`src/rtl/text_periph_uart.sv`:
```
// Memory-mapped transmit-only UART: 16-byte register window, TX FIFO, 8N1 serializer and
// a level "TX FIFO empty" interrupt.
module text_periph_uart #(
    parameter logic [31:0] BASE_ADDR    = 32'hFFFF_0000,
    parameter int unsigned CLKS_PER_BIT = 868,
    parameter int unsigned FIFO_DEPTH   = 16
) (
    input  logic        i_cpu_clk,
    input  logic        i_rst,
    input  logic        i_bus_clk,
    input  logic        i_bus_we,
    input  logic [31:0] i_bus_addr,
    input  logic [31:0] i_bus_data,
    output logic [31:0] o_bus_data,
    output logic        o_bus_data_ready,
    output logic        o_tx,
    output logic        o_irq
);

    localparam int unsigned PTR_W  = (FIFO_DEPTH > 1) ? $clog2(FIFO_DEPTH) : 1;
    localparam int unsigned BAUD_W = (CLKS_PER_BIT > 1) ? $clog2(CLKS_PER_BIT) : 1;
    localparam logic [PTR_W-1:0]  PTR_LAST  = PTR_W'(FIFO_DEPTH - 1);
    localparam logic [BAUD_W-1:0] BAUD_LAST = BAUD_W'(CLKS_PER_BIT - 1);
    localparam logic [4:0]        COUNT_MAX = 5'(FIFO_DEPTH);

    typedef enum logic [1:0] {StIdle, StStart, StData, StStop} tx_state_t;

    // Bus front end
    logic        bus_clk_prev;
    logic        req;
    logic        hit;
    logic [1:0]  reg_sel;
    logic        wr_data;
    logic        wr_ctrl;
    logic        rd_status;
    logic [31:0] rd_data;

    // Control / status
    logic enable;
    logic irq_en;
    logic overflow;
    logic flush;

    // FIFO
    logic [7:0]       fifo_mem [FIFO_DEPTH];
    logic [PTR_W-1:0] wr_ptr;
    logic [PTR_W-1:0] rd_ptr;
    logic [4:0]       count;
    logic             full;
    logic             empty;
    logic             push;
    logic             pop;

    // Serializer
    tx_state_t         state;
    logic [BAUD_W-1:0] baud_cnt;
    logic [2:0]        bit_cnt;
    logic [7:0]        shift;
    logic              tx_busy;

    // Address bits [1:0] and the upper write-data bits carry no meaning here.
    logic unused_bits;
    assign unused_bits = ^{i_bus_addr[1:0], i_bus_data[31:8]};

    assign req       = i_bus_clk & ~bus_clk_prev;
    assign hit       = req & (i_bus_addr[31:4] == BASE_ADDR[31:4]);
    assign reg_sel   = i_bus_addr[3:2];
    assign wr_data   = hit & i_bus_we & (reg_sel == 2'd0);
    assign wr_ctrl   = hit & i_bus_we & (reg_sel == 2'd2);
    assign rd_status = hit & ~i_bus_we & (reg_sel == 2'd1);
    assign flush     = wr_ctrl & i_bus_data[2];

    assign full    = (count == COUNT_MAX);
    assign empty   = (count == 5'd0);
    assign tx_busy = (state != StIdle);
    // A full FIFO refuses the push even if the serializer pops in the same cycle.
    assign push    = wr_data & ~full;
    assign pop     = (state == StIdle) & enable & ~empty & ~flush;

    // Read-data mux; writes and register 3 return zero.
    always_comb begin
        rd_data = 32'd0;
        if (!i_bus_we) begin
            case (reg_sel)
                2'd1:    rd_data = {19'd0, count, 4'd0, overflow, tx_busy, empty, full};
                2'd2:    rd_data = {29'd0, 1'b0, irq_en, enable};
                default: rd_data = 32'd0;
            endcase
        end
    end

    // Bus handshake, CTRL register and sticky overflow flag.
    always_ff @(posedge i_cpu_clk or posedge i_rst) begin
        if (i_rst) begin
            bus_clk_prev     <= 1'b1;
            o_bus_data       <= 32'd0;
            o_bus_data_ready <= 1'b0;
            enable           <= 1'b0;
            irq_en           <= 1'b0;
            overflow         <= 1'b0;
        end else begin
            bus_clk_prev     <= i_bus_clk;
            o_bus_data_ready <= hit;
            if (hit) begin
                o_bus_data <= rd_data;
            end
            if (wr_ctrl) begin
                enable <= i_bus_data[0];
                irq_en <= i_bus_data[1];
            end
            if (wr_data && full) begin
                overflow <= 1'b1;
            end else if (rd_status) begin
                overflow <= 1'b0;
            end
        end
    end

    // FIFO storage needs no reset; validity is tracked by the count.
    always_ff @(posedge i_cpu_clk) begin
        if (push) begin
            fifo_mem[wr_ptr] <= i_bus_data[7:0];
        end
    end

    // FIFO pointers and occupancy; flush wins over everything else.
    always_ff @(posedge i_cpu_clk or posedge i_rst) begin
        if (i_rst) begin
            wr_ptr <= '0;
            rd_ptr <= '0;
            count  <= 5'd0;
        end else if (flush) begin
            wr_ptr <= '0;
            rd_ptr <= '0;
            count  <= 5'd0;
        end else begin
            if (push) begin
                wr_ptr <= (wr_ptr == PTR_LAST) ? '0 : wr_ptr + PTR_W'(1);
            end
            if (pop) begin
                rd_ptr <= (rd_ptr == PTR_LAST) ? '0 : rd_ptr + PTR_W'(1);
            end
            if (push && !pop) begin
                count <= count + 5'd1;
            end else if (pop && !push) begin
                count <= count - 5'd1;
            end
        end
    end

    // 8N1 serializer; o_tx is registered and changes together with the state.
    always_ff @(posedge i_cpu_clk or posedge i_rst) begin
        if (i_rst) begin
            state    <= StIdle;
            baud_cnt <= '0;
            bit_cnt  <= 3'd0;
            shift    <= 8'd0;
            o_tx     <= 1'b1;
        end else begin
            case (state)
                StIdle: begin
                    o_tx <= 1'b1;
                    if (pop) begin
                        state    <= StStart;
                        shift    <= fifo_mem[rd_ptr];
                        baud_cnt <= '0;
                        o_tx     <= 1'b0;
                    end
                end
                StStart: begin
                    if (baud_cnt == BAUD_LAST) begin
                        baud_cnt <= '0;
                        bit_cnt  <= 3'd0;
                        state    <= StData;
                        o_tx     <= shift[0];
                    end else begin
                        baud_cnt <= baud_cnt + BAUD_W'(1);
                    end
                end
                StData: begin
                    if (baud_cnt == BAUD_LAST) begin
                        baud_cnt <= '0;
                        if (bit_cnt == 3'd7) begin
                            state <= StStop;
                            o_tx  <= 1'b1;
                        end else begin
                            bit_cnt <= bit_cnt + 3'd1;
                            shift   <= {1'b0, shift[7:1]};
                            o_tx    <= shift[1];
                        end
                    end else begin
                        baud_cnt <= baud_cnt + BAUD_W'(1);
                    end
                end
                StStop: begin
                    if (baud_cnt == BAUD_LAST) begin
                        baud_cnt <= '0;
                        state    <= StIdle;
                    end else begin
                        baud_cnt <= baud_cnt + BAUD_W'(1);
                    end
                end
                default: state <= StIdle;
            endcase
        end
    end

    // Registered "TX FIFO empty" interrupt.
    always_ff @(posedge i_cpu_clk or posedge i_rst) begin
        if (i_rst) begin
            o_irq <= 1'b0;
        end else begin
            o_irq <= irq_en & enable & empty & ~tx_busy;
        end
    end

endmodule
```
`config.mk`:
```
export PLATFORM = sky130hd
export DESIGN_NAME = text_periph_uart
export DESIGN_NICKNAME = d
export VERILOG_FILES = /design/src/rtl/text_periph_uart.sv
export SDC_FILE = /design/constraint.sdc
export NUM_CORES = 1
export LEC_CHECK = 0
export ABC_AREA = 1
export CORE_ASPECT_RATIO = 1.5
export CORE_MARGIN = 5
export CORE_UTILIZATION = 58
export CTS_BUF_LIST = sky130_fd_sc_hd__clkbuf_8
export DETAILED_ROUTE_END_ITERATION = 6
export GPL_ROUTABILITY_DRIVEN = 0
export PLACE_DENSITY = 0.83
export SYNTH_ARGS = -nofsm -noshare
export SYNTH_HDL_FRONTEND = slang
export SYNTH_SLANG_ARGS = --single-unit
```
`constraint.sdc`:
```
create_clock -name i_cpu_clk -period 3.08 [get_ports i_cpu_clk]
set_input_delay 0.77 -clock i_cpu_clk [delete_from_list [all_inputs] [get_ports i_cpu_clk]]
set_output_delay 0.77 -clock i_cpu_clk [all_outputs]
set_load 0.01 [all_outputs]
```
==> impl_metrics.ini <==
[status]
status = complete, no violations

[clocking]
number_of_clock_buffers_inserted_by_tritoncts = 17
cts-root-buf = sky130_fd_sc_hd__clkbuf_8
worstSkewPairLatency_ns = 0.47
cts_post_setup_buffers_inserted = 0
cts_repair_resize_count = 0
cts.sinks = 180
hold_buffers = 0
htree_num_levels = 4
clock_tree_from_tritoncts = built
clockBufferDepth = 2
cts.reportedPaths.clkPinSlew_ns = 0.11

[synthesis]
synth_cells = 817
synth_compound_area_share_pct = 10.8
synth_xor_xnor_area_share_pct = 0.519
seq_area_frac_synth_pct = 61.0
synth_area_um2 = 8430
muxShareOfSynthArea_pct = 0.757
yosys.cell_types.count = 48
postSynth.topFlopCell = sky130_fd_sc_hd__edfxtp_1
synth-edff-count = 128
largest_family_of_logic_cells_by_synthesized_area = simple AND/OR/NAND/NOR gates
synthesis.yosys.warnings = 0
synthAdderAreaFrac_pct = 3.20
synth_simple_gate_area_share_pct = 17.3
syn_avg_cell_area_um2 = 10.3
postSynthRegisterBits = 180
share_of_flip_flops_with_an_asynchronous_set_or_reset_pct = 28.9

[global_route]
grt_max_degree = 67
first_pass_grt_wire_length_mm = 31.1
antenna_found_initial = 0
first_global_vias = 6353
grt_remaining_overflow = 0
global_route.usage.total_pct = 23.8

[route]
drt_pre_antenna_iters = 5
vias = 6252
detail_route.drc_violations = 0
top_signal_layer_used = met4
met2WireLength_mm = 10.1
vias_per_cell = 5.63
drt_iter0_drc = 609
detail_route.wirelength.met1_mm = 7.20
met3WireLength_mm = 1.21
routedWlPerCell_um = 17.3
finalWirelength_mm = 19.2
detail-route-antenna-nets = 0

[placement]
portBuffers = 53
place_hpwl_mm = 13.1
placement.setup.worst_slack_ns = -0.178

[die]
start_util_pct = 58.6
boundaryPins = 103
placeableCoreArea_um2 = 14400
die_width_um = 108
core.rowCount = 54
chipHeight_um = 158
fp.dieArea_um2 = 17100

[final_layout]
layout-drive-gt1-share_pct = 10.9
antenna_cells_inserted = 0
design.final.nets = 991
area_growth_syn_to_layout_pct = 15.1

[timing]
number_of_slew_limit_violations_in_the_final_report = 0
post-route-min-period_ns = 2.74
worst_slew_margin_rel_pct = 46.8
setup_viol = 0
achievable-frequency_ghz = 0.365
tightest_slew_ns = 0.796
layout_setup_ws_ns = 0.337
layout_worst_path_cycle_share_pct = 89.1
rsz0062_at_grt = false
final_hold_viol_count = 0
final.setup_skew_ns = 0.0242

[power]
overall_power_after_layout_mw = 4.34
vdd.ir_drop.worst_v = 0.000300
power.leakage_nw = 3.84
power.density_nw_per_um2 = 447

[setup_path]
crit_path_end_kind = flip-flop
critical_path_peak_fanout = 6
required_ns = 3.46
cpPeakStageDelay_ns = 0.47
critical_path.most_common_cell = sky130_fd_sc_hd__nand2_1
startpoint_type = primary input
worst-setup-path-type = primary input to flip-flop
critical_path_cell_by_cell = clkdlybuf4s50_1 -> nand2_1 -> nor2_1 -> nand3_1 -> nor2_1 -> nand4_1 -> nor2_2 -> nand2_2 -> ha_1 -> a21oi_1 -> nand2_1 -> xor2_1 -> inv_1 -> nand2_1 -> nand2_1 -> nand2_1 -> nand2_1
crit_path_top_delay_cell = sky130_fd_sc_hd__clkdlybuf4s50_1
critPathArrivalTime_ns = 3.12

[hold_path]
timing.hold.worst.class = flip-flop to flip-flop

[job]
max_cap_viol_count = 0
## state kept, by name (all words and copies together) (netlist names)
| register | flops |
|---|---|
| fifo_mem | 128 |
| baud_cnt | 10 |
| o_bus_data | 9 |
| shift | 8 |
| count | 5 |
| rd_ptr | 4 |
| wr_ptr | 4 |
| bit_cnt | 3 |
| state | 2 |
| bus_clk_prev | 1 |
| enable | 1 |
| irq_en | 1 |
| o_bus_data_ready | 1 |
| o_irq | 1 |
| o_tx | 1 |
| overflow | 1 |
## final timing paths
check	startpoint	endpoint	slack, ns	cells after the start
max reg2reg	count[1]	count[4]	0.68	15
min reg2reg	o_tx	o_tx	0.47	2
max in group asynchronous	i_rst	bus_clk_prev	1.70	3
max	i_bus_addr[17]	count[4]	0.34	17
min	o_tx	o_tx	0.47	2
min in group asynchronous	i_rst	o_bus_data[2]	0.70	2
## synthesized netlist by cell type, types with 4 or more instances
| cell type | n | share of area [%] |
|---|---|---|
| sky130_fd_sc_hd__xor2_1 | 4 | 0.42 |
| sky130_fd_sc_hd__clkbuf_1 | 16 | 0.71 |
| sky130_fd_sc_hd__nor3_1 | 6 | 0.36 |
| sky130_fd_sc_hd__o211ai_1 | 27 | 2.4 |
| sky130_fd_sc_hd__o21ai_0 | 92 | 5.5 |
| sky130_fd_sc_hd__o22ai_1 | 5 | 0.37 |
| sky130_fd_sc_hd__a21oi_1 | 10 | 0.59 |
| sky130_fd_sc_hd__ha_1 | 20 | 3.0 |
| sky130_fd_sc_hd__nand4_1 | 6 | 0.45 |
| sky130_fd_sc_hd__buf_2 | 10 | 0.59 |
| sky130_fd_sc_hd__buf_4 | 25 | 2.2 |
| sky130_fd_sc_hd__o21ai_1 | 9 | 0.53 |
| sky130_fd_sc_hd__nor2_1 | 154 | 6.9 |
| sky130_fd_sc_hd__nand2_1 | 111 | 4.9 |
| sky130_fd_sc_hd__dfrtp_1 | 50 | 15 |
| sky130_fd_sc_hd__edfxtp_1 | 128 | 46 |
| sky130_fd_sc_hd__nand3_1 | 50 | 3.0 |
| sky130_fd_sc_hd__inv_1 | 51 | 2.3 |
## layout by cell type (no fill, tap or decap), drive strengths merged, types with 2 or more instances in the layout
cell type,count
conb,23
inv,60
a22oi,3
clkbuf,17
dfrtp,50
edfxtp,128
dfstp,2
nand2,116
nor4,2
nand4,7
clkdlybuf4s50,53
clkinv,8
nor3,6
nand3,51
a21oi,11
o221ai,2
nor2,156
xor2,4
ha,20
o21ai,103
mux2i,3
buf,45
o22ai,5
o211ai,27
a32o,2
mux2,3
## cells by family (layout without fill, tap and decap cells)
family	count (synthesis)	count (layout)
flip-flops	180	180
adder cells (fa/ha/maj)	21	21
AND/OR/NAND/NOR	340	340
other	1	23
AO/OA/AOI/OAI	156	156
XOR/XNOR	5	5
multiplexers	6	6
buffers and inverters	108	184
## layer usage
layer,track usage (%),up-vias
met3,4.12,56
met1,27.7,2969
met4,10.2,0
met5,0,-
li1,-,2950
met2,42.8,277
## power breakdown
group | total [mW] | internal [mW] | leakage [nW] | switching [mW]
Combinational | 0.137 | 0.0574 | 1.82 | 0.0794
Clock | 1.61 | 0.620 | 0.202 | 0.986
Sequential | 2.60 | 2.60 | 1.82 | 0.000393
## area by class of cell
| cell class | instances | area (µm²) |
|---|---|---|
| inverters | 54 | 203 |
| clock buffers | 17 | 234 |
| flip-flops and latches | 180 | 5150 |
| well taps | 196 | 245 |
| fillers | 1049 | 4680 |
| multi-input cells | 551 | 2830 |
| repair buffers | 98 | 868 |
| clock inverters | 15 | 178 |
## worst max-delay path: cells and delay by family
| family | cells | cell delay, ns |
|---|---|---|
| compound gates | 1 | 0.15 |
| fa+ha+maj | 1 | 0.34 |
| xor+xnor | 1 | 0.17 |
| simple gates | 12 | 1.15 |
| buf+inv | 2 | 0.52 |
## metrics by stage
stage | area (µm²) | util [%] | cells | hold slack, ns | TNS (ns)
floorplan | 8520 | - | 839 | 0.453 | 0
detailed placement | 9300 | 64.6 | 1079 | 0.461 | -0.279
global route | 9710 | 67.5 | 1111 | 0.488 | 0
global placement | 9300 | 64.6 | 1079 | 0.455 | -0.175
finish | 9710 | 67.5 | 1111 | 0.473 | 0
CTS | 9710 | 67.5 | 1111 | 0.478 | 0
(Power assumes the default switching activity.)
